--- src/rtl/dma_xy_sequencer.sv ---
// Control sequencer for a single 2-D DMA block transfer: xlen beats per row, ylen rows,
// with beat/row skip, read-modify-write and bus re-arbitration on page crossings.
module dma_xy_sequencer #(
    parameter int X_W = 4,
    parameter int Y_W = 8
) (
    input  logic           clk,
    input  logic           resetb,
    input  logic           start,
    input  logic [X_W-1:0] xlen,
    input  logic [Y_W-1:0] ylen,
    input  logic           rmwb,
    input  logic           xskip,
    input  logic           yskip,
    input  logic           page,
    input  logic           busgnt,
    input  logic           ack,
    output logic           busy,
    output logic           busreq,
    output logic           rd,
    output logic           wr,
    output logic [2:0]     adctlpb,
    output logic [3:0]     dmpst,
    output logic           done
);

    localparam logic [3:0] S_IDLE  = 4'h0;
    localparam logic [3:0] S_LOAD  = 4'h1;
    localparam logic [3:0] S_REQ   = 4'h2;
    localparam logic [3:0] S_ROW   = 4'h3;
    localparam logic [3:0] S_BEAT  = 4'h4;
    localparam logic [3:0] S_RD    = 4'h5;
    localparam logic [3:0] S_MOD   = 4'h6;
    localparam logic [3:0] S_WR    = 4'h7;
    localparam logic [3:0] S_XSTEP = 4'h8;
    localparam logic [3:0] S_YSTEP = 4'h9;
    localparam logic [3:0] S_PAGE  = 4'hA;
    localparam logic [3:0] S_DONE  = 4'hB;

    localparam logic [2:0] AD_HOLD = 3'b000;
    localparam logic [2:0] AD_LOAD = 3'b001;
    localparam logic [2:0] AD_INCX = 3'b010;
    localparam logic [2:0] AD_INCY = 3'b011;
    localparam logic [2:0] AD_PAGE = 3'b100;

    localparam logic [X_W-1:0] X_ONE = X_W'(1);
    localparam logic [Y_W-1:0] Y_ONE = Y_W'(1);

    logic [3:0]     state, nxt;
    logic [X_W-1:0] xcnt, xlen_q;
    logic [Y_W-1:0] ycnt;
    logic           resume_beat;
    logic [2:0]     adctl;

    always_comb begin
        nxt = S_IDLE;
        case (state)
            S_IDLE:  nxt = start ? S_LOAD : S_IDLE;
            S_LOAD:  nxt = (xlen == '0 || ylen == '0) ? S_DONE : S_REQ;
            S_REQ:   nxt = !busgnt ? S_REQ : (resume_beat ? S_BEAT : S_ROW);
            S_ROW:   nxt = yskip ? S_YSTEP : S_BEAT;
            S_BEAT:  nxt = xskip ? S_XSTEP : S_RD;
            S_RD:    nxt = !ack ? S_RD : (rmwb ? S_XSTEP : S_MOD);
            S_MOD:   nxt = S_WR;
            S_WR:    nxt = ack ? S_XSTEP : S_WR;
            S_XSTEP: nxt = (xcnt == X_ONE) ? S_YSTEP : (page ? S_PAGE : S_BEAT);
            S_YSTEP: nxt = (ycnt == Y_ONE) ? S_DONE : (page ? S_PAGE : S_ROW);
            S_PAGE:  nxt = S_REQ;
            S_DONE:  nxt = S_IDLE;
            default: nxt = S_IDLE;
        endcase
    end

    // resume_beat picks where REQ goes after a page break: mid-row back to BEAT, row end to ROW
    always_ff @(posedge clk) begin
        if (!resetb) begin
            state       <= S_IDLE;
            xcnt        <= '0;
            ycnt        <= '0;
            xlen_q      <= '0;
            resume_beat <= 1'b0;
        end else begin
            state <= nxt;
            case (state)
                S_LOAD: begin
                    xcnt        <= xlen;
                    ycnt        <= ylen;
                    xlen_q      <= xlen;
                    resume_beat <= 1'b0;
                end
                S_XSTEP: if (xcnt > X_ONE) begin
                    xcnt <= xcnt - X_ONE;
                    if (page) resume_beat <= 1'b1;
                end
                S_YSTEP: if (ycnt > Y_ONE) begin
                    ycnt <= ycnt - Y_ONE;
                    xcnt <= xlen_q;
                    if (page) resume_beat <= 1'b0;
                end
                default: ;
            endcase
        end
    end

    always_comb begin
        adctl  = AD_HOLD;
        busreq = 1'b0;
        case (state)
            S_LOAD:  adctl = AD_LOAD;
            S_XSTEP: adctl = AD_INCX;
            S_YSTEP: adctl = AD_INCY;
            S_PAGE:  adctl = AD_PAGE;
            default: adctl = AD_HOLD;
        endcase
        case (state)
            S_REQ, S_ROW, S_BEAT, S_RD, S_MOD, S_WR, S_XSTEP, S_YSTEP: busreq = 1'b1;
            default: busreq = 1'b0;
        endcase
    end

    assign adctlpb = ~adctl;
    assign dmpst   = state;
    assign busy    = (state != S_IDLE);
    assign rd      = (state == S_RD);
    assign wr      = (state == S_WR);
    assign done    = (state == S_DONE);

endmodule

--- config.mk ---
export PLATFORM = sky130hd
export DESIGN_NAME = dma_xy_sequencer
export DESIGN_NICKNAME = d
export VERILOG_FILES = /design/src/rtl/dma_xy_sequencer.sv
export SDC_FILE = /design/constraint.sdc
export NUM_CORES = 1
export LEC_CHECK = 0
export ABC_AREA = 1
export CAP_MARGIN = 0
export CORE_MARGIN = 2
export CORE_UTILIZATION = 50
export DETAILED_ROUTE_END_ITERATION = 12
export HOLD_SLACK_MARGIN = 0.08
export PLACE_DENSITY = 0.91
export RECOVER_POWER = 50
export SETUP_SLACK_MARGIN = 0.15
export SLEW_MARGIN = 0
export SYNTH_ARGS = -nofsm -noshare
export SYNTH_HDL_FRONTEND = slang
export SYNTH_SLANG_ARGS = --single-unit
--- constraint.sdc ---
create_clock -name clk -period 1.8 [get_ports clk]
set_clock_uncertainty 0.05 [all_clocks]
set_input_delay 0.36 -clock clk [delete_from_list [all_inputs] [get_ports clk]]
set_output_delay 0.36 -clock clk [all_outputs]
set_load 0.02 [all_outputs]
==> out/qor.yml, run 1 <==
run_status:
  status: "finished, final reports clean"
clock_network:
  htreeDepth: 1
  numCtsBuffers: 3
  ctsHoldBuffers: 0
  clock_latency_ns: 0.33
  clockRootBuffer: "clkbuf_4"
  clk_pin_slew_ns: 0.14
  tritoncts: "yes"
  cts_max_path_buffers: 2
  clock-sinks: 22
critical_path:
  worstPathMaxFanout: 3
  startpoint_type: "register"
  cp.arrival_ns: 1.25
  timing.reg2reg.setup_slack_ns: 0.16
  slowest_stage: "dfxtp_1"
  cp_cell_sequence: "buf_4, nor2_1, nand2_1, buf_2"
  worst_path_largest_cell_delay_ns: 0.35
  critPathBufInv: 2
  path_class: "reg -> out"
  worstPathRequired_ns: 1.39
  worstSetupEndpointType: "output pin"
  path_delay_family: "flip-flops"
synth:
  synth.avg_cell_area_um2: 5.98
  synth_nets: 282
  synth_area_um2: 1540
  ys_types: 28
  yosys_register_bits: 22
  seq_area_frac_synth_pct: 28.7
  netlist_instances: 257
  synth_warnings: 0
sta:
  period_minus_slack_ns: 1.66
  worst_pin_slew_ns: 0.342
  hold_slack_ns: 0.419
  rsz0062_at_grt: "true"
  setup_tns_ns: 0
  finalWorstSetupSlack_ns: 0.141
  finalSetupViolations: 0
  final_hold_viol_count: 0
  slew_headroom_pct: 77.0
  slew_viol_final: 0
  fin_crit_sh_pct: 92.2
  clock.fmax_mhz: 603
detailed_routing:
  routed_via_density: 5.71
  vias: 2009
  ant_nets: 0
  dr.pass1.iters: 7
  wirelength_mm: 5.08
  wl_per_cell_um: 14.4
  drt-initial-drc-count: 138
  drc: 0
floorplan:
  fp-row-count: 20
  die_area_um2: 3530
  io_pins: 33
  die_w_um: 59.4
  core_um2: 2980
  dieHeight_um: 59.4
  initial_core_util_pct: 51.6
final_layout:
  most-common-layout-cells: "nand2_1 (60), nor2_1 (37), buf_4 (29)"
  syn2layout_area_growth_pct: 45.8
  n_antenna_cell: 0
  nets: 345
  fill_cells: 234
  drive_above_1_share_pct: 26.3
  final_common_cell: "nand2_1"
  postLayoutCoreUtil_pct: 75.3
pwr:
  p_total_uw: 2150
  p_per_area_nw_per_um2: 961
  peakVddDrop_mv: 0.626
  leakagePower_uw: 0.00107
job:
  max-cap-violations: 0
worst_hold_path:
  hp-class: "reg -> reg"
global_routing:
  antenna_found_initial: 0
  grt_pass1_vias: 1718
  grt.total_usage_pct: 27.3
  grt_pass1_wl_mm: 7.33
  grt_max_degree: 14
  overflow: 0
placement:
  dp_worst_setup_slack_ns: -0.00200
  gp_congestion: 0.901
  hpwl_mm: 3.26
  port_buffers: 32
==> per-layer routing <==
layer	global-route usage, %	wire length [µm]
met5	0	0
met4	11.7	165
met3	4.15	385
met2	45.4	2520
met1	34.9	2010
==> worst min-delay path: cells and delay by family, from the launching register on <==
family | cells | cell delay (ns)
AOI/OAI and AO/OA | 1 | 0.06
buffers and inverters | 1 | 0.06
DFF | 1 | 0.32
==> repair_timing <==
action | CTS | global route
hold endpoints to repair | 0 | 0
buffers inserted | 1 | 9
endpoints found under the setup margin | 20 | 20
resized for setup | 39 | 44
pin swaps | 2 | 6
==> Yosys cell counts <==
cell type,n,area (µm²)
a211oi_1,1,7.51
a21oi_1,16,80.1
a21oi_2,1,8.76
buf_1,1,3.75
buf_2,2,10.0
clkinv_1,1,3.75
dfxtp_1,22,440
ha_1,4,50.1
inv_1,27,101
inv_2,3,11.3
nand2_1,64,240
nand2_2,3,18.8
nand3_1,20,100
nand3b_1,2,15.0
nand4_1,3,18.8
nor2_1,41,154
nor2_2,7,43.8
nor2_4,1,11.3
nor3_1,4,20.0
o211ai_1,1,7.51
o21a_1,2,15.0
o21ai_0,20,100
o21ai_1,2,10.0
o221ai_1,1,8.76
o22ai_1,3,18.8
o31ai_1,1,7.51
or2_2,2,12.5
xnor2_1,2,17.5
==> power by group <==
group          switching (µW)  internal, µW  total [µW]
combinational             622           443        1070
sequential               93.4           592         685
clock                     176           226         402
==> state kept, by name, indices dropped and copies added (netlist names) <==
signal and cells:
xlen_q 4, xcnt 4, ycnt 8, dmpst 4, busreq 1, resume_beat 1
==> cell type report <==
class / count / area, µm² / share of cell area, %
clock buffer: 3 / 22.5 / 1.01
clock inverter: 1 / 30.0 / 1.34
inverter: 31 / 121 / 5.42
multi-input combinational: 201 / 1060 / 47.4
sequential: 22 / 454 / 20.3
tap: 33 / 41.3 / 1.84
timing repair buffer: 61 / 509 / 22.7
==> cells by family after synthesis <==
family / count (synthesis) / synth area share, %
AO/OA/AOI/OAI: 48 / 17.2
XOR/XNOR: 2 / 1.14
adder cells (fa/ha/maj): 4 / 3.26
buffers and inverters: 34 / 8.47
flip-flops: 22 / 28.7
AND/OR/NAND/NOR: 147 / 41.3
==> through the flow <==
step | cell area (µm²) | std cells
after detailed placement | 2030 | 338
after global routing | 2240 | 352
final | 2240 | 352
after floorplan | 1540 | 257
after global placement | 2030 | 338
after CTS | 2070 | 343
==> path summary, 6_finish.rpt <==
kind / from / endpoint / depth (start not counted)
max: dmpst[2]$_SDFF_PN0_ / busy / 4
min reg2reg: xlen_q[1]$_SDFFE_PN0P_ / xlen_q[1]$_SDFFE_PN0P_ / 2
max reg2reg: xcnt[0]$_SDFFE_PN0P_ / xcnt[3]$_SDFFE_PN0P_ / 9
min: xlen_q[1]$_SDFFE_PN0P_ / xlen_q[1]$_SDFFE_PN0P_ / 2
Note: power is estimated with default switching activity, not from simulation.
==> run 2: changes to the inputs <==
CAP_MARGIN = 20   (was 0)
==> results of run 2 <==
No change in the layout: final DEF, timing and power equal those of run 1.
==> run 3: changes to the inputs <==
PLACE_DENSITY = not set   (was 0.91)
PLACE_DENSITY_LB_ADDON = 0.08   (was not set)
==> run 3 against run 2 <==
Sequential power down 0.9%. Core utilization shrank 4.2 points. Combinational power is 9.6% lower. First-iteration DRC count is 43% lower. Count of clock-buffer cells in the layout unchanged. Wire length shrank 18%. Worst hold slack improved by 0.0067 ns. Critical path type unchanged. Critical endpoint is now done. Highest routed layer unchanged.
==> out/qor.yml, run 3 (synthesis results as in run 1) <==
critical_path:
  path_delay_family: "flip-flops"
  startpoint_type: "register"
  critical_path.startpoint: "dmpst[1]$_SDFF_PN0_"
  worstSetupEndpointType: "output pin"
  slowest_stage: "dfxtp_2"
  cp.arrival_ns: 1.24  # about the same
  cp_cell_sequence: "nand2_1, nor2_1, clkdlybuf4s15_2"
  worst_path_largest_cell_delay_ns: 0.45  # +0.10 ns
  r2r_start: "dmpst[0]$_SDFF_PN0_"
  worstPathMaxFanout: 6  # +3
  path_class: "reg -> out"
  worstPathRequired_ns: 1.39  # about the same
  critPathBufInv: 1  # -1
final_layout:
  most-common-layout-cells: "nand2_1 (61), nor2_1 (36), inv_1 (24)"
  n_antenna_cell: 0  # unchanged
  postLayoutCoreUtil_pct: 71.1  # -4.2 points
  final_common_cell: "nand2_1"
  nets: 336  # -2.6%
  syn2layout_area_growth_pct: 37.8
  largest_reg_flops: 8  # unchanged
  drive_above_1_share_pct: 20.7  # -5.6 points
  regMostFlops: "ycnt"
clock_network:
  ctsHoldBuffers: 0  # unchanged
  clock_latency_ns: 0.31  # -0.02 ns
  clk_pin_slew_ns: 0.12  # -0.02 ns
  clock-sinks: 22  # unchanged
  cts_max_path_buffers: 2  # unchanged
  tritoncts: "yes"
  numCtsBuffers: 3  # unchanged
  clockRootBuffer: "clkbuf_4"
  htreeDepth: 1  # unchanged
detailed_routing:
  wl_per_cell_um: 12.2  # -15%
  dr.pass1.iters: 4  # -3
  wirelength_mm: 4.17  # -18%
  drt-initial-drc-count: 78  # -43%
  drc: 0  # unchanged
  ant_nets: 0  # unchanged
  vias: 1806  # -10%
  routed_via_density: 5.28  # -7.5%
placement:
  port_buffers: 32  # unchanged
  gp_congestion: 0.920  # +2.2%
  hpwl_mm: 3.12  # -4.4%
  dp_worst_setup_slack_ns: 0.00943  # +0.0114 ns
global_routing:
  grt_pass1_vias: 1644  # -4.3%
  antenna_found_initial: 0  # unchanged
  grt_pass1_wl_mm: 6.78  # -7.4%
  overflow: 0  # unchanged
  grt.total_usage_pct: 25.0  # -2.3 points
  grt_max_degree: 14  # unchanged
worst_hold_path:
  hp-start: "xlen_q[1]$_SDFFE_PN0P_"
  hp-class: "reg -> reg"
sta:
  period_minus_slack_ns: 1.65  # -0.00944 ns
  clock.fmax_mhz: 606  # +0.57%
  setup_tns_ns: 0  # unchanged
  rsz0062_at_grt: "true"
  finalSetupViolations: 0  # unchanged
  slew_viol_final: 0  # unchanged
  worst_pin_slew_ns: 0.297  # -0.0455 ns
  hold_slack_ns: 0.425  # +0.00666 ns
  fin_crit_sh_pct: 91.7  # -0.52 points
  final_hold_viol_count: 0  # unchanged
  finalWorstSetupSlack_ns: 0.150  # +0.00944 ns
  slew_headroom_pct: 80.1  # +3.1 points
floorplan:
  dieHeight_um: 59.4  # unchanged
  io_pins: 33  # unchanged
  fp-row-count: 20  # unchanged
  core_um2: 2980  # unchanged
  die_w_um: 59.4  # unchanged
  die_area_um2: 3530  # unchanged
  initial_core_util_pct: 51.6  # unchanged
pwr:
  leakagePower_uw: 0.00100  # -6.0%
  peakVddDrop_mv: 0.626  # -0.13%
  p_per_area_nw_per_um2: 886  # -7.8%
run_status:
  status: "finished, final reports clean"
job:
  max-cap-violations: 0  # unchanged
run 3: final cells by class:
class                   count  area [µm²]
fillers                   284         861
inverters                  31         119
multi-input cells         201        1040
flip-flops and latches     22         452
repair buffers             52         438
well taps                  33        41.3
clock buffers               3        22.5
run 3: report_power, final:
group	internal (µW)	switching (µW)	leakage, µW
logic	411	556	0.000808
clock network	78.3	151	0.0000138
registers	588	90.9	0.000183
total	1080	798	0.00100
run 3: metrics by stage:
step           instances  instance area (µm²)  power [µW]
6_report             342                 2120        1870
2_1_floorplan        257                 1540        1220
3_3_place_gp         336                 2010        1540
3_5_place_dp         336                 2010        1550
4_1_cts              340                 2030        1760
5_1_grt              342                 2120        2020
run 3: path summary, 6_finish.rpt:
kind	endpoint	slack [ns]	cells past startpoint
max	done	0.15	3
min	xlen_q[1]$_SDFFE_PN0P_	0.43	2
max reg2reg	xcnt[2]$_SDFFE_PN0P_	0.18	10
min reg2reg	xlen_q[1]$_SDFFE_PN0P_	0.43	2
run 3: timing repair:
action                                  CTS  global route
pin swaps                                 1             3
endpoints found under the setup margin   16            21
resized for setup                        35            33
setup buffers                             1             2
run 3: worst reg2reg max path, cell delays in order (launching register included):
cell and delay [ns]:
dfxtp_2 0.37, buf_4 0.13, nor2_2 0.04, buf_4 0.15, nand2_2 0.18, nor2_4 0.06, a21oi_1 0.18, nand2_2 0.12
inv_2 0.09, nand2_1 0.07, a21oi_1 0.13
run 3: routing by layer:
layer	track usage [%]	wire length [µm]	up-vias	share of wire [%]
met2	43.6	2040	32	49
met4	11.0	94	0	2.3
met5	0	0	-	0
met1	30.1	1940	823	46
met3	3.71	99	9	2.4
li1	-	-	942	-
